**config.mk**
```make
export PLATFORM = sky130hd
export DESIGN_NAME = msu_audio_streamer
export DESIGN_NICKNAME = d
export VERILOG_FILES = /design/src/rtl/msu_pkg.sv /design/src/rtl/msu_word_gate.sv /design/src/rtl/msu_audio_streamer.sv
export SDC_FILE = /design/constraint.sdc
export NUM_CORES = 1
export LEC_CHECK = 0
export ABC_AREA = 1
export BUFFER_PORTS_ARGS = -buffer_cell sky130_fd_sc_hd__buf_4
export CAP_MARGIN = 5
export CORE_MARGIN = 2
export CORE_UTILIZATION = 35
export DETAILED_ROUTE_END_ITERATION = 8
export PLACE_DENSITY = 0.54
export REMOVE_ABC_BUFFERS = 1
export SLEW_MARGIN = 5
export SYNTH_ARGS = -nofsm -noshare
export SYNTH_HDL_FRONTEND = slang
export SYNTH_SLANG_ARGS = --single-unit
```
**constraint.sdc**
```tcl
create_clock -name clk -period 4.91 [get_ports clk]
set_input_delay 0.491 -clock clk [delete_from_list [all_inputs] [get_ports clk]]
set_output_delay 0.491 -clock clk [all_outputs]
set_load 0.1 [all_outputs]
```
**src/rtl/msu_pkg.sv**
```systemverilog
// Shared types and size arithmetic for the MSU audio streamer.
package msu_pkg;

  typedef enum logic [2:0] {IDLE, MOUNT, REQ, XFER, NEXT} state_t;

  localparam int BYTES_PER_SAMPLE = 4;

  typedef struct packed {
    logic [63:0] end_frame;
    logic [63:0] tail_bytes;
  } size_info_t;

  // end_frame = ceil(size / sector) - 1; tail_bytes = size mod sector (0 = full sector)
  function automatic size_info_t calc_size(input logic [63:0] size, input int slog2);
    size_info_t r;
    logic [63:0] m;
    m            = (64'd1 << slog2) - 64'd1;
    r.end_frame  = ((size + m) >> slog2) - 64'd1;
    r.tail_bytes = size & m;
    return r;
  endfunction

endpackage

```
**src/rtl/msu_word_gate.sv**
```systemverilog
// Forwards a sector word to the FIFO one cycle after its strobe when its
// index falls inside the window [lo, hi).
module msu_word_gate #(
  parameter int IDX_W  = 10,
  parameter int DATA_W = 16
) (
  input  logic              clk,
  input  logic              reset_n,
  input  logic              strobe_i,
  input  logic [IDX_W-1:0]  idx_i,
  input  logic [IDX_W-1:0]  lo_i,
  input  logic [IDX_W-1:0]  hi_i,
  input  logic [DATA_W-1:0] din_i,
  output logic              wr_o,
  output logic [DATA_W-1:0] data_o
);

  logic              wr_d, wr_q;
  logic [DATA_W-1:0] data_q;

  assign wr_d = strobe_i && (idx_i >= lo_i) && (idx_i < hi_i);

  always_ff @(posedge clk or negedge reset_n) begin
    if (!reset_n) begin
      wr_q   <= 1'b0;
      data_q <= '0;
    end else begin
      wr_q <= wr_d;
      if (wr_d) data_q <= din_i;
    end
  end

  assign wr_o   = wr_q;
  assign data_o = data_q;

endmodule

```
**src/rtl/msu_audio_streamer.sv**
```systemverilog
// Streams an MSU audio track from SD sectors into the audio FIFO with tail
// trimming, sample-accurate looping, stop and back-pressure.
// Optional MSU_LOOP_COUNT_EN adds a saturating loop_count output.
module msu_audio_streamer import msu_pkg::*; #(
  parameter int SECTOR_LOG2 = 9,
  parameter int DATA_W      = 16,
  parameter int LBA_W       = 21,
  parameter int SIZE_W      = 32,
  parameter int LVL_W       = 11,
  parameter int FIFO_HIGH   = 1792
) (
  input  logic              clk,
  input  logic              reset_n,
  input  logic              trig_play,
  input  logic              repeat_en,
  input  logic [31:0]       loop_sample,
  input  logic [SIZE_W-1:0] img_size,
  input  logic              track_ready,
  input  logic              stop,
  output logic [LBA_W-1:0]  sd_lba,
  output logic              sd_rd,
  input  logic              sd_ack,
  input  logic              sd_buff_wr,
  input  logic [DATA_W-1:0] sd_buff_dout,
  output logic              fifo_wr,
  output logic [DATA_W-1:0] fifo_data,
  input  logic [LVL_W-1:0]  fifo_usedw,
  output logic              playing,
  output logic              track_end
`ifdef MSU_LOOP_COUNT_EN
  , output logic [7:0]      loop_count
`endif
);

  localparam int BPW      = DATA_W / 8;
  localparam int BPW_LOG2 = $clog2(BPW);
  localparam int WI_W     = SECTOR_LOG2 + 1;
  localparam logic [WI_W-1:0] WPS       = WI_W'((1 << SECTOR_LOG2) / BPW);
  localparam logic [63:0]     SIZE_MASK = (64'd1 << (LBA_W + SECTOR_LOG2)) - 64'd1;
  localparam logic [63:0]     SEC_MASK  = (64'd1 << SECTOR_LOG2) - 64'd1;

  state_t            state_d, state_q;
  logic [LBA_W-1:0]  frame_d, frame_q, end_frame_d, end_frame_q, loop_frame_d, loop_frame_q;
  logic [WI_W-1:0]   tail_d, tail_q, loop_word_d, loop_word_q, widx_d, widx_q;
  logic              repeat_d, repeat_q, wrap_d, wrap_q, drain_d, drain_q;
  logic              restart_d, restart_q, playing_d, playing_q, track_end_d, track_end_q;
`ifdef MSU_LOOP_COUNT_EN
  logic [7:0]        lc_d, lc_q;
`endif

  // Track geometry derived from the live inputs, latched on trig_play
  logic [63:0]       size_m, loop_byte, lf_full;
  size_info_t        si;
  logic              loop_ok, size_zero;
  logic [LBA_W-1:0]  end_frame_c, loop_frame_c;
  logic [WI_W-1:0]   tail_c, loop_word_c;

  always_comb begin
    size_m       = 64'(img_size) & SIZE_MASK;
    size_zero    = (size_m == 64'd0);
    si           = calc_size(size_m, SECTOR_LOG2);
    loop_byte    = 64'(loop_sample) * 64'(BYTES_PER_SAMPLE);
    lf_full      = loop_byte >> SECTOR_LOG2;
    loop_ok      = (lf_full <= si.end_frame);
    end_frame_c  = si.end_frame[LBA_W-1:0];
    tail_c       = WI_W'(si.tail_bytes >> BPW_LOG2);
    loop_frame_c = loop_ok ? lf_full[LBA_W-1:0] : '0;
    loop_word_c  = loop_ok ? WI_W'((loop_byte & SEC_MASK) >> BPW_LOG2) : '0;
  end

  // REQ with sd_ack already high behaves as the first cycle of the transfer
  logic in_xfer;
  assign in_xfer = (state_q == XFER) || (state_q == REQ && sd_ack);

  always_comb begin
    state_d      = state_q;
    frame_d      = frame_q;
    end_frame_d  = end_frame_q;
    tail_d       = tail_q;
    loop_frame_d = loop_frame_q;
    loop_word_d  = loop_word_q;
    repeat_d     = repeat_q;
    wrap_d       = wrap_q;
    widx_d       = widx_q;
    drain_d      = drain_q;
    restart_d    = restart_q;
    playing_d    = playing_q;
    track_end_d  = 1'b0;
`ifdef MSU_LOOP_COUNT_EN
    lc_d         = lc_q;
`endif
    if (in_xfer && sd_buff_wr) widx_d = widx_q + 1'b1;

    if (trig_play) begin
      frame_d      = '0;
      wrap_d       = 1'b0;
      end_frame_d  = end_frame_c;
      tail_d       = tail_c;
      loop_frame_d = loop_frame_c;
      loop_word_d  = loop_word_c;
      repeat_d     = repeat_en;
      playing_d    = !size_zero;
      track_end_d  = size_zero;
`ifdef MSU_LOOP_COUNT_EN
      lc_d         = 8'd0;
`endif
      if (in_xfer) begin
        // finish the in-flight sector silently, then restart
        state_d   = XFER;
        drain_d   = 1'b1;
        restart_d = !size_zero;
      end else begin
        state_d   = size_zero ? IDLE : MOUNT;
        drain_d   = 1'b0;
        restart_d = 1'b0;
        widx_d    = '0;
      end
    end else if (stop) begin
      playing_d = 1'b0;
      restart_d = 1'b0;
      if (in_xfer) begin
        state_d = XFER;
        drain_d = 1'b1;
      end else begin
        state_d = IDLE;
      end
    end else begin
      unique case (state_q)
        MOUNT: if (track_ready) begin
          state_d = REQ;
          widx_d  = '0;
        end
        REQ: if (sd_ack) state_d = XFER;
        XFER: if (!sd_ack) begin
          widx_d    = '0;
          wrap_d    = 1'b0;
          drain_d   = 1'b0;
          restart_d = 1'b0;
          state_d   = drain_q ? (restart_q ? MOUNT : IDLE) : NEXT;
        end
        NEXT: if (fifo_usedw < LVL_W'(FIFO_HIGH)) begin
          if (frame_q < end_frame_q) begin
            frame_d = frame_q + 1'b1;
            state_d = REQ;
          end else if (repeat_q) begin
            frame_d = loop_frame_q;
            wrap_d  = 1'b1;
            state_d = REQ;
`ifdef MSU_LOOP_COUNT_EN
            if (lc_q != 8'hFF) lc_d = lc_q + 8'd1;
`endif
          end else begin
            playing_d   = 1'b0;
            track_end_d = 1'b1;
            state_d     = IDLE;
          end
        end
        default: ;
      endcase
    end
  end

  always_ff @(posedge clk or negedge reset_n) begin
    if (!reset_n) begin
      state_q      <= IDLE;
      frame_q      <= '0;
      end_frame_q  <= '0;
      tail_q       <= '0;
      loop_frame_q <= '0;
      loop_word_q  <= '0;
      repeat_q     <= 1'b0;
      wrap_q       <= 1'b0;
      widx_q       <= '0;
      drain_q      <= 1'b0;
      restart_q    <= 1'b0;
      playing_q    <= 1'b0;
      track_end_q  <= 1'b0;
`ifdef MSU_LOOP_COUNT_EN
      lc_q         <= 8'd0;
`endif
    end else begin
      state_q      <= state_d;
      frame_q      <= frame_d;
      end_frame_q  <= end_frame_d;
      tail_q       <= tail_d;
      loop_frame_q <= loop_frame_d;
      loop_word_q  <= loop_word_d;
      repeat_q     <= repeat_d;
      wrap_q       <= wrap_d;
      widx_q       <= widx_d;
      drain_q      <= drain_d;
      restart_q    <= restart_d;
      playing_q    <= playing_d;
      track_end_q  <= track_end_d;
`ifdef MSU_LOOP_COUNT_EN
      lc_q         <= lc_d;
`endif
    end
  end

  // Window: skip pre-loop words after a wrap, trim past the tail on the last frame
  logic [WI_W-1:0] lo_c, hi_c;
  logic            fwd_c;
  assign lo_c  = wrap_q ? loop_word_q : '0;
  assign hi_c  = (frame_q == end_frame_q && tail_q != '0) ? tail_q : WPS;
  assign fwd_c = in_xfer && sd_buff_wr && !drain_q && !stop && !trig_play;

  msu_word_gate #(.IDX_W(WI_W), .DATA_W(DATA_W)) u_gate (
    .clk      (clk),
    .reset_n  (reset_n),
    .strobe_i (fwd_c),
    .idx_i    (widx_q),
    .lo_i     (lo_c),
    .hi_i     (hi_c),
    .din_i    (sd_buff_dout),
    .wr_o     (fifo_wr),
    .data_o   (fifo_data)
  );

  assign sd_lba    = frame_q;
  assign sd_rd     = (state_q == REQ) && !sd_ack;
  assign playing   = playing_q;
  assign track_end = track_end_q;
`ifdef MSU_LOOP_COUNT_EN
  assign loop_count = lc_q;
`endif

endmodule

```
* After elaboration in Yosys (flattened, before gate mapping) *
Cells that the tools add are included.

storage, ports and cells
  input port bits = 99
  bits in writable memories = 0
  memories = 0
  logic and storage cells = 131
  latch bits = 0
  bits in registers = 117
  output and inout bits = 41
  ROM bits = 0

cells by class
  bitwise operators = 0
  reductions and logical operators = 31
  magnitude comparators = 5
  add/sub/neg operators = 4
  multiply operators = 0
  muxes and demuxes = 58
  shift operators = 0
  divide/modulo/power cells = 0
  equal/unequal tests = 18

operators with widths
  kind                                                count
  two-way mux 21 bit                                  7
  two-way mux 10 bit                                  7
  less-or-equal comparator 25 x 64 -> 1 bit           1
  zero test 64 bit                                    1
  adder 30 x 9 -> 31 bit, second input constant       1
  two-way mux 1 bit                                   28
  subtractor 22 x 1 -> 23 bit, second input constant  1
  adder 21 x 1 -> 21 bit, second input constant       1
  equality test 21 bit                                1
  less-than comparator 21 bit                         1
  two-way mux 3 bit                                   7
  inequality test 3 bit, second input constant        7
  case mux 10 bit (2 select lines)                    1
  inequality test 4 bit, second input constant        4
  nonzero test 3 bit                                  5
  case mux 3 bit (4 select lines)                     1
  less-than comparator 11 bit, second input constant  1
  adder 10 x 1 -> 10 bit, second input constant       1
  greater-or-equal comparator 10 bit                  1
  less-than comparator 10 x 9 -> 1 bit                1
  nonzero test 10 bit                                 1
  logical AND 1 bit                                   9
  two-way mux 9 bit                                   1
  two-way mux 2 bit                                   4
  16 further kinds                                    23

* Depth between registers and ports, before layout *
Gate-level depths: netlist (run 1).

  word-level depth = 9
  mapped depth = 27
  mapped depth without buffers = 25

* Cells and area by module *
From an unflattened synthesis (run 1), not the netlist that was laid out.

unflattened totals
  cells, all modules = 1283
  area total of the unflattened synthesis = 8747.1 um^2

by module, submodules not included
  module              times used  area an instance (um^2)  cells an instance  seq. area each (um^2)
  msu_audio_streamer  1           7514.7                   1120               2427.3
  msu_word_gate       1           1232.4                   163                425.4

* Worst setup path after synthesis (run 1) *
No wires, ideal clock.

  path type = flip-flop to flip-flop
  start point = register frame_q[0], in the netlist sd_lba[0]
  end point = register u_gate.data_q[10], in the netlist u_gate.data_o[10]
  stages on the path, launching flop included = 16
  setup slack = 1.289 ns
  buffers on the path = 2
  setup time = 0.122 ns
  period minus slack after synthesis = 3.621 ns
  arrival time = 3.498 ns
  data required time = 4.788 ns
  cell sequence = dfrtp_1 > inv_1 > ha_1 > nand4_1 > nor3_1 > and2_1 > clkbuf_1 > nand2_1 > ha_1 > a21oi_1 > o31ai_1 > a21oi_1 > nand3_2 > buf_2 > nand2_1 > nand2_1

between the ends
  word-level cells in the longest chain between the ends = 5

ends and longest elaborated chain
  what                                  RTL line                   text
  from (decl)                           msu_audio_streamer.sv:43   logic [LBA_W-1:0] frame_d, frame_q, end_frame_d, end_frame_q, loop_frame_d, loop_frame_q;
  from (signal assigned)                msu_audio_streamer.sv:183  frame_q <= frame_d;
  equality test 21 bit                  msu_audio_streamer.sv:205  assign hi_c = (frame_q == end_frame_q && tail_q != '0) ? tail_q : WPS;
  logical AND 1 bit                     msu_audio_streamer.sv:205
  two-way mux 9 bit                     msu_audio_streamer.sv:205
  less-than comparator 10 x 9 -> 1 bit  msu_word_gate.sv:21        assign wr_d = strobe_i && (idx_i >= lo_i) && (idx_i < hi_i);
  logical AND 1 bit                     msu_word_gate.sv:21
  to (signal assigned)                  msu_word_gate.sv:29        if (wr_d) data_q <= din_i;
  to (decl)                             msu_word_gate.sv:19        logic [DATA_W-1:0] data_q;

No other way between the ends.
A chain may end at the register's enable or synchronous reset.

* Final worst setup path (run 1) *
  start point = input img_size[6]
  end point = register loop_frame_q[7]

between the ends
  word-level cells in the longest chain between the ends = 4

ends and longest elaborated chain
  what                                       RTL line                   text
  from (decl)                                msu_audio_streamer.sv:17   input logic [SIZE_W-1:0] img_size,
  adder 30 x 9 -> 31 bit                     msu_pkg.sv:18              r.end_frame = ((size + m) >> slog2) - 64'd1;
  subtractor 22 x 1 -> 23 bit                msu_pkg.sv:18
  less-or-equal comparator 25 x 64 -> 1 bit  msu_audio_streamer.sv:64   loop_ok = (lf_full <= si.end_frame);
  two-way mux 21 bit                         msu_audio_streamer.sv:67   loop_frame_c = loop_ok ? lf_full[LBA_W-1:0] : '0;
  to (signal assigned)                       msu_audio_streamer.sv:186  loop_frame_q <= loop_frame_d;
  to (decl)                                  msu_audio_streamer.sv:43

No other way between the ends.

==> results of run 1 <==
## cell families (layout without fill, tap and decap cells)
| logic type | Yosys count | count (layout) |
|---|---|---|
| other | 0 | 1 |
| XOR/XNOR | 31 | 31 |
| adder cells (fa/ha/maj) | 62 | 62 |
| flip-flops | 114 | 114 |
| AO/OA/AOI/OAI | 136 | 136 |
| AND/OR/NAND/NOR | 718 | 718 |
| buffers and inverters | 209 | 350 |
## per-stage QoR
| step | setup slack, ns | total power [W] |
|---|---|---|
| final | 1.30 | 0.00363 |
| after global routing | 0.746 | 0.00381 |
| after CTS | 1.24 | 0.00367 |
| after detailed placement | 0.803 | 0.00239 |
| after global placement | 0.882 | 0.00238 |
| after floorplan | 1.07 | 0.00204 |
## cells in the final DEF, fill, tap and decap left out, types with 3 or more instances in the layout
| cell | Yosys | layout |
|---|---|---|
| a211oi_1 | 3 | 3 |
| a21oi_1 | 34 | 34 |
| and2_1 | 3 | 3 |
| buf_4 | 1 | 136 |
| clkbuf_16 | 0 | 17 |
| clkinv_1 | 4 | 4 |
| clkinv_4 | 0 | 5 |
| dfrtp_1 | 114 | 114 |
| ha_1 | 62 | 62 |
| inv_1 | 170 | 170 |
| inv_2 | 8 | 8 |
| inv_6 | 0 | 4 |
| nand2_1 | 432 | 432 |
| nand2_2 | 13 | 13 |
| nand2_4 | 4 | 4 |
| nand3_1 | 68 | 68 |
| nand3_2 | 5 | 5 |
| nand4_1 | 37 | 37 |
| nor2_1 | 102 | 102 |
| nor2_2 | 13 | 13 |
| nor2_4 | 9 | 9 |
| nor3_1 | 12 | 12 |
| nor3_2 | 4 | 4 |
| nor4_1 | 8 | 8 |
| o211ai_1 | 9 | 9 |
| o21ai_0 | 63 | 63 |
| o21ai_1 | 3 | 3 |
| o21ai_2 | 4 | 4 |
| o21bai_1 | 3 | 3 |
| o22ai_1 | 3 | 3 |
| o31ai_1 | 3 | 3 |
| or2_2 | 3 | 3 |
| xnor2_1 | 10 | 10 |
| xor2_1 | 21 | 21 |
## final timing paths
check | startpoint | end | slack [ns] | depth (start not counted)
max in group asynchronous | reset_n | loop_frame_q[20] | 3.51 | 2
worst min register to register | loop_frame_q[8] | loop_frame_q[8] | 0.47 | 2
worst max register to register | sd_lba[16] | u_gate.data_o[2] | 1.41 | 12
min in group clk | repeat_en | repeat_q | 0.30 | 3
worst min-delay path | reset_n | loop_word_q[6] | 0.22 | 1
worst max-delay path | img_size[6] | loop_frame_q[7] | 1.30 | 26
## synthesized netlist by cell type (all sizes together), types with 4 or more instances
| cell | instances | area, µm² |
|---|---|---|
| nand2 | 449 | 1750 |
| inv | 178 | 668 |
| nor2 | 125 | 586 |
| dfrtp | 114 | 2850 |
| nand3 | 74 | 408 |
| o21ai | 71 | 382 |
| ha | 62 | 776 |
| nand4 | 37 | 231 |
| a21oi | 35 | 179 |
| xor2 | 21 | 184 |
| clkbuf | 19 | 71.3 |
| nor3 | 16 | 100 |
| xnor2 | 10 | 87.6 |
| nor4 | 9 | 62.6 |
| o211ai | 9 | 67.6 |
| buf | 8 | 60.1 |
| clkinv | 4 | 15.0 |
| o21bai | 4 | 33.8 |
## registers in the layout, indices dropped and copies added (netlist names)
register       flops
wrap_q             1
repeat_q           1
loop_word_q        7
widx_q            10
sd_lba            21
restart_q          1
track_end          1
end_frame_q       21
u_gate.data_o     16
tail_q             8
loop_frame_q      21
drain_q            1
state_q            3
u_gate.wr_o        1
playing            1
## area by class of cell
class | instances | area share [%]
clock buffer | 17 | 4.02
sequential | 114 | 26.9
multi-input combinational | 947 | 47.4
timing repair buffer | 136 | 9.64
tap | 324 | 3.83
clock inverter | 15 | 1.64
antenna | 1 | 0.0236
inverter | 182 | 6.45
## power groups by stage
stage | logic (W) | registers, W | clock network, W
2_1_floorplan | 0.000397 | 0.00165 | 0
3_3_place_gp | 0.00122 | 0.00116 | 0
3_5_place_dp | 0.00123 | 0.00116 | 0
4_1_cts | 0.00123 | 0.00115 | 0.00129
5_1_grt | 0.00132 | 0.00116 | 0.00133
6_report | 0.00122 | 0.00115 | 0.00126
## layer usage
metal	part of all wire, %	GRT usage [%]
met5	0	0
met4	1.9	6.09
met3	3.0	2.52
met2	45	30.8
met1	50	27.2
==> flow_summary.json, run 1 <==
{
  "status": "finished clean",
  "whs_ns": 0.222,
  "dr.pass1.iters": 5,
  "cp_data_arrival_time_ns": 3.91,
  "slew_violations": 0,
  "cp_common_cell": "nand2_1",
  "vias_per_cell": 4.73,
  "synth-seq-area-share_pct": 32.8,
  "drive_gt1_share_pct": 16.8,
  "ios": 140,
  "wl_mm": 24.1,
  "synth_cell_types": 49,
  "wire_per_inst_um": 13.9,
  "antenna_found_initial": 1,
  "drt_iter0_markers": 392,
  "num_rows": 57,
  "root_buffer": "clkbuf_16",
  "cts_buffer_depth": 2,
  "post_dp_cell_area_mm2": 0.00998,
  "grt_pass1_wl_mm": 40.8,
  "grt_pass1_vias": 7944,
  "die_width_um": 162,
  "slowest_delay_ns": 0.29,
  "slowest_stage": "ha_1",
  "clk_pin_slew_ns": 0.06,
  "start_kind": "primary input",
  "rsz0062_at_grt": "no",
  "synth-simple-area-share_pct": 36.7,
  "synth_xor_area_share_pct": 3.12,
  "setup_viol": 0,
  "cts_buffers": 17,
  "design.die.area_mm2": 0.0261,
  "yosys_warnings": 0,
  "synth-compound-area-share_pct": 9.06,
  "p_sw_share_pct": 41.2,
  "clock_latency_ns": 0.42,
  "critPathKind": "in2reg",
  "final_nets": 1559,
  "power.net_switching_w": 0.00150,
  "end_kind": "flip-flop",
  "place.detailed.instances": 1703,
  "synth_top_family_by_area": "simple AND/OR/NAND/NOR gates",
  "p_per_area_mw_per_mm2": 343,
  "final_cell_area_mm2": 0.0106,
  "drc": 0,
  "port_buffers": 129,
  "track_usage_pct": 19.3,
  "grt_remaining_overflow": 0,
  "internal_power_w": 0.00213,
  "ctsResizeCount": 0,
  "hold_viol": 0,
  "period_share_pct": 73.4,
  "ys_ff_latch": 114,
  "die_y_um": 162,
  "postCtsSetupRepairBufs": 0,
  "maxCapViolCount": 0,
  "tightest_slew_ns": 1.04,
  "muxShareOfSynthArea_pct": 0,
  "fmax_mhz": 277,
  "synth-edff-count": 0,
  "multi_input_area_mm2": 0.00502,
  "num_vias": 8211,
  "setup_tns_ns": 0,
  "peakVddDrop_mv": 0.310,
  "initial_core_util_pct": 35.7,
  "leakage_nw": 5.73,
  "clock_skew_ns": 0.00939,
  "cts_tree": "done",
  "regArea_mm2": 0.00285,
  "cts.sinks": 114,
  "critPathRequiredTime_ns": 5.21,
  "dp_hpwl_mm": 18.7,
  "syn_area_mm2": 0.00869,
  "ant_nets": 0,
  "cp_top_family": "simple AND/OR/NAND/NOR gates",
  "grt_start_max_net_pins": 79,
  "power_frac_seq_pct": 31.6,
  "place_congestion": 0.922,
  "path_max_fanout": 28,
  "htreeDepth": 4,
  "ys.flop_type": "dfrtp_1",
  "async_flop_share_pct": 100,
  "power.share.clock_pct": 34.7,
  "relSlewSlack_pct": 31.0,
  "area_growth_pct": 21.8,
  "stdcell_count": 1736,
  "synth_fa_ha_area_share_pct": 8.93,
  "avgSynthCellArea_um2": 6.84,
  "fin_util_pct": 43.5,
  "fillers": 2600,
  "fin_crit_ns": 3.61,
  "hold_buffers": 0,
  "syn_inst": 1270,
  "path_buf_inv": 4,
  "min_path_type": "in2async",
  "core_area_mm2": 0.0243,
  "combPwrFrac_pct": 33.7
}
(Power assumes the default switching activity.)
==> run 2: changes to the inputs <==
==> constraint.sdc (replaced) <==
create_clock -name clk -period 3.74 [get_ports clk]
set_input_delay 0.374 -clock clk [delete_from_list [all_inputs] [get_ports clk]]
set_output_delay 0.374 -clock clk [all_outputs]
set_load 0.1 [all_outputs]
==> flow_summary.json, run 2 (synthesis results as in run 1) <==
{
  "status": "finished clean",
  "ctsResizeCount": 0,
  "ios": 140,
  "power.net_switching_w": 0.00193,
  "path_cells": "ha_1 -> nand2_1 -> nor2_1 -> nand4_1 -> nor3_1 -> and2_1 -> nand2_1 -> ha_1 -> a21oi_1 -> o31ai_1 -> a21oi_1 -> buf_4 -> nand4_1 -> nand2_1",
  "num_rows": 57,
  "drive_gt1_share_pct": 17.7,
  "mostFrequentLayoutCells": "nand2_1 (432), inv_1 (170), buf_4 (151), dfrtp_1 (114), nor2_1 (102)",
  "grt_start_max_net_pins": 69,
  "leakage_nw": 5.83,
  "area_growth_pct": 23.7,
  "root_buffer": "clkbuf_16",
  "p_sw_share_pct": 39.8,
  "fmax_mhz": 293,
  "clk_pin_slew_ns": 0.06,
  "design.die.area_mm2": 0.0261,
  "cp_top_family": "simple AND/OR/NAND/NOR gates",
  "internal_power_w": 0.00293,
  "cp_common_cell": "nand2_1",
  "path_buf_inv": 1,
  "power_frac_seq_pct": 31.0,
  "start_kind": "flip-flop",
  "drt_iter0_markers": 435,
  "slowest_delay_ns": 0.47,
  "combPwrFrac_pct": 33.1,
  "antenna_found_initial": 0,
  "dr.pass1.iters": 4,
  "power.share.clock_pct": 35.9,
  "period_share_pct": 91.3,
  "postCtsSetupRepairBufs": 0,
  "pre_cts_ws_ns": 0.0139,
  "dp_hpwl_mm": 19.0,
  "rsz0062_at_grt": "no",
  "grt_pass1_wl_mm": 40.5,
  "setup_tns_ns": 0,
  "initial_core_util_pct": 35.7,
  "place.detailed.instances": 1719,
  "critPathKind": "reg2reg",
  "num_vias": 8265,
  "grt_remaining_overflow": 0,
  "track_usage_pct": 19.2,
  "die_y_um": 162,
  "worst-path-stages": 14,
  "stdcell_count": 1751,
  "tightest_slew_ns": 0.821,
  "p_per_area_mw_per_mm2": 452,
  "diodes": 0,
  "hold_buffers": 0,
  "cts_buffer_depth": 2,
  "path_max_fanout": 16,
  "drc": 0,
  "layout_setup_ws_ns": 0.325,
  "setup_viol": 0,
  "reg2reg_depth": 14,
  "peakVddDrop_mv": 0.429,
  "wl_mm": 24.1,
  "place_congestion": 0.915,
  "ant_nets": 0,
  "core_area_mm2": 0.0243,
  "grt_pass1_vias": 7960,
  "fin_crit_ns": 3.41,
  "clock_skew_ns": 0.0109,
  "die_width_um": 162,
  "final_nets": 1575,
  "whs_ns": 0.0128,
  "finalPower_w": 0.00486,
  "cts.sinks": 114,
  "htreeDepth": 4,
  "min_path_type": "in2async",
  "maxCapViolCount": 0,
  "cp_data_arrival_time_ns": 3.77,
  "fillers": 2558,
  "relSlewSlack_pct": 44.9,
  "critPathRequiredTime_ns": 4.10,
  "cts_tree": "done",
  "final_common_cell": "nand2_1",
  "hold_viol": 0,
  "end_kind": "flip-flop",
  "wire_per_inst_um": 13.7,
  "port_buffers": 129,
  "cts_buffers": 17,
  "clock_latency_ns": 0.42,
  "vias_per_cell": 4.72,
  "slew_violations": 0,
  "slowest_stage": "dfrtp_1"
}
-- run 2: final cells by class --
class / count / area (µm²) / area share, %
clock buffers: 17 / 425 / 3.96
inverters: 182 / 683 / 6.35
well taps: 324 / 405 / 3.77
clock inverters: 15 / 203 / 1.89
repair buffers: 152 / 1150 / 10.7
multi-input cells: 947 / 5030 / 46.8
flip-flops and latches: 114 / 2850 / 26.5
-- run 2: worst register-to-register path: cells and delay by family, from the launching register on --
kind                       cells  cell delay (ns)
and+or+nand+nor                8             1.30
adders and majority gates      2             0.64
AOI/OAI and AO/OA              3             0.64
DFF                            1             0.47
buffers and inverters          1             0.31
-- run 2: final timing paths --
path | start | to | slack, ns
max reg2reg | sd_lba[14] | u_gate.data_o[12] | 0.33
max | sd_lba[14] | u_gate.data_o[12] | 0.33
max in group asynchronous | reset_n | u_gate.data_o[2] | 2.90
min | reset_n | loop_word_q[2] | 0.01
min in group clk | repeat_en | repeat_q | 0.18
min reg2reg | u_gate.data_o[15] | u_gate.data_o[15] | 0.47
-- run 2: power groups by stage --
stage	Sequential, W	Clock (W)	Combinational, W
6_report	0.00151	0.00175	0.00161
5_1_grt	0.00153	0.00184	0.00174
4_1_cts	0.00151	0.00177	0.00162
3_5_place_dp	0.00153	0	0.00162
3_3_place_gp	0.00153	0	0.00161
2_1_floorplan	0.00216	0	0.000521
-- run 2: metal layers --
layer / vias up / routed length (µm) / GRT usage (%)
met2: 134 / 10900 / 30.9
met4: 0 / 369 / 4.87
met1: 3747 / 12100 / 27.2
met3: 24 / 704 / 2.54
met5: - / 0 / 0
li1: 4360 / - / -
-- run 2: through the flow --
| step | util, % | cell area, µm² |
|---|---|---|
| 6_report | 44.2 | 10800 |
| 5_1_grt | 44.2 | 10800 |
| 4_1_cts | 44.2 | 10700 |
| 3_5_place_dp | 41.6 | 10100 |
| 3_3_place_gp | 41.6 | 10100 |
| 2_1_floorplan | - | 8560 |
==> run 3: changes to the inputs <==
--- a/config.mk
+++ b/config.mk
@@ -6,7 +6,7 @@
 export NUM_CORES = 1
 export LEC_CHECK = 0
 export ABC_AREA = 1
-export BUFFER_PORTS_ARGS = -buffer_cell sky130_fd_sc_hd__buf_4
+export BUFFER_PORTS_ARGS = -buffer_cell sky130_fd_sc_hd__buf_2
 export CAP_MARGIN = 5
 export CORE_MARGIN = 2
 export CORE_UTILIZATION = 35
==> flow_summary.json, run 3 (synthesis results as in run 1) <==
{
  "min_path_type": "in2async",
  "path_cells": "ha_1 -> nand2_1 -> nor2_1 -> nand4_1 -> nor3_1 -> and2_1 -> nand2_1 -> ha_1 -> a21oi_1 -> o31ai_1 -> a21oi_1 -> buf_4 -> nand4_1 -> nand2_1",
  "setup_tns_ns": 0,
  "dp_hpwl_mm": 19.2,
  "grt_start_max_net_pins": 66,
  "port_buffers": 129,
  "critPathKind": "reg2reg",
  "internal_power_w": 0.00278,
  "slowest_stage": "dfrtp_1",
  "cts_buffer_depth": 2,
  "path_buf_inv": 1,
  "num_vias": 8292,
  "power_frac_seq_pct": 31.8,
  "leakage_nw": 5.74,
  "slew_violations": 0,
  "critPathRequiredTime_ns": 4.10,
  "grt_pass1_vias": 8001,
  "drt_iter0_markers": 355,
  "whs_ns": 0.0138,
  "p_per_area_mw_per_mm2": 452,
  "p_sw_share_pct": 41.1,
  "combPwrFrac_pct": 32.5,
  "vias_per_cell": 4.73,
  "root_buffer": "clkbuf_16",
  "final_common_cell": "nand2_1",
  "cts_tree": "done",
  "antenna_found_initial": 2,
  "place_congestion": 0.936,
  "status": "finished clean",
  "power.net_switching_w": 0.00194,
  "htreeDepth": 4,
  "ios": 140,
  "wire_per_inst_um": 13.8,
  "cp_data_arrival_time_ns": 3.71,
  "path_max_fanout": 16,
  "cts.sinks": 114,
  "final_nets": 1575,
  "fin_util_pct": 42.9,
  "rsz0062_at_grt": "no",
  "die_width_um": 162,
  "grt_pass1_wl_mm": 40.8,
  "grt_remaining_overflow": 0,
  "area_growth_pct": 20.1,
  "multi_input_area_mm2": 0.00504,
  "design.die.area_mm2": 0.0261,
  "track_usage_pct": 19.3,
  "reg2reg_slack_ns": 0.38,
  "fillers": 2544,
  "regArea_mm2": 0.00285,
  "clk_pin_slew_ns": 0.06,
  "hold_viol": 0,
  "layout_setup_ws_ns": 0.383,
  "start_kind": "flip-flop",
  "tightest_slew_ns": 0.740,
  "peakVddDrop_mv": 0.293,
  "cts_buffers": 17,
  "cp_common_cell": "nand2_1",
  "mostFrequentLayoutCells": "nand2_1 (432), inv_1 (170), buf_2 (128), dfrtp_1 (114), nor2_1 (102)",
  "end_kind": "flip-flop",
  "drc": 0,
  "initial_core_util_pct": 35.7,
  "num_rows": 57,
  "power.share.clock_pct": 35.7,
  "setup_viol": 0,
  "wl_mm": 24.2,
  "slowest_delay_ns": 0.46,
  "hold_buffers": 0,
  "clock_skew_ns": 0.0123,
  "maxCapViolCount": 0,
  "die_y_um": 162,
  "cp_top_family": "simple AND/OR/NAND/NOR gates",
  "fin_crit_ns": 3.36,
  "fmax_mhz": 298,
  "relSlewSlack_pct": 50.4,
  "drive_gt1_share_pct": 17.8,
  "pre_cts_ws_ns": 0.00847,
  "core_area_mm2": 0.0243,
  "ant_nets": 0,
  "dr.pass1.iters": 4,
  "period_share_pct": 89.8,
  "clock_latency_ns": 0.42
}
## run 3: final cells by class
class                      instances  share of cell area, %
antenna                            2                 0.0480
clock buffer                      17                   4.08
clock inverter                    15                   1.73
inverter                         182                   6.55
sequential                       114                   27.3
tap                              324                   3.89
multi-input combinational        947                   48.3
timing repair buffer             152                   8.11
## run 3: path summary, 6_finish.rpt
path	start	end	cells past startpoint
max in group asynchronous	reset_n	loop_frame_q[16]	2
hold / removal	reset_n	loop_word_q[5]	1
hold reg to reg	u_gate.data_o[5]	u_gate.data_o[5]	2
setup reg to reg	sd_lba[14]	u_gate.data_o[3]	14
setup / recovery	sd_lba[14]	u_gate.data_o[3]	14
min in group clk	sd_buff_dout[6]	u_gate.data_o[6]	3
## run 3: power by group through the flow
stage | Sequential [W] | Combinational [W] | Clock (W)
after floorplan | 0.00216 | 0.000521 | 0
after global placement | 0.00152 | 0.00153 | 0
after detailed placement | 0.00152 | 0.00154 | 0
after CTS | 0.00150 | 0.00154 | 0.00172
after global routing | 0.00152 | 0.00166 | 0.00178
final | 0.00150 | 0.00153 | 0.00168
## run 3: repair_timing
action                     in CTS  in global routing
hold endpoints to repair        0                  0
buffers inserted                0                  0
resized for setup               0                  2
setup endpoints to repair       0                 16
## run 3: through the flow
step	std cells	power (W)	area [µm²]
finish	1753	0.00471	10400
global route	1753	0.00496	10400
CTS	1751	0.00476	10400
detailed placement	1719	0.00306	9810
global placement	1719	0.00305	9810
floorplan	1243	0.00268	8560
## run 3: routing by layer
layer	vias to the layer above	wire length, µm	track usage [%]
met2	106	11100	31.3
met3	17	633	3.06
met4	0	356	5.19
li1	4367	-	-
met1	3802	12100	26.9
met5	-	0	0
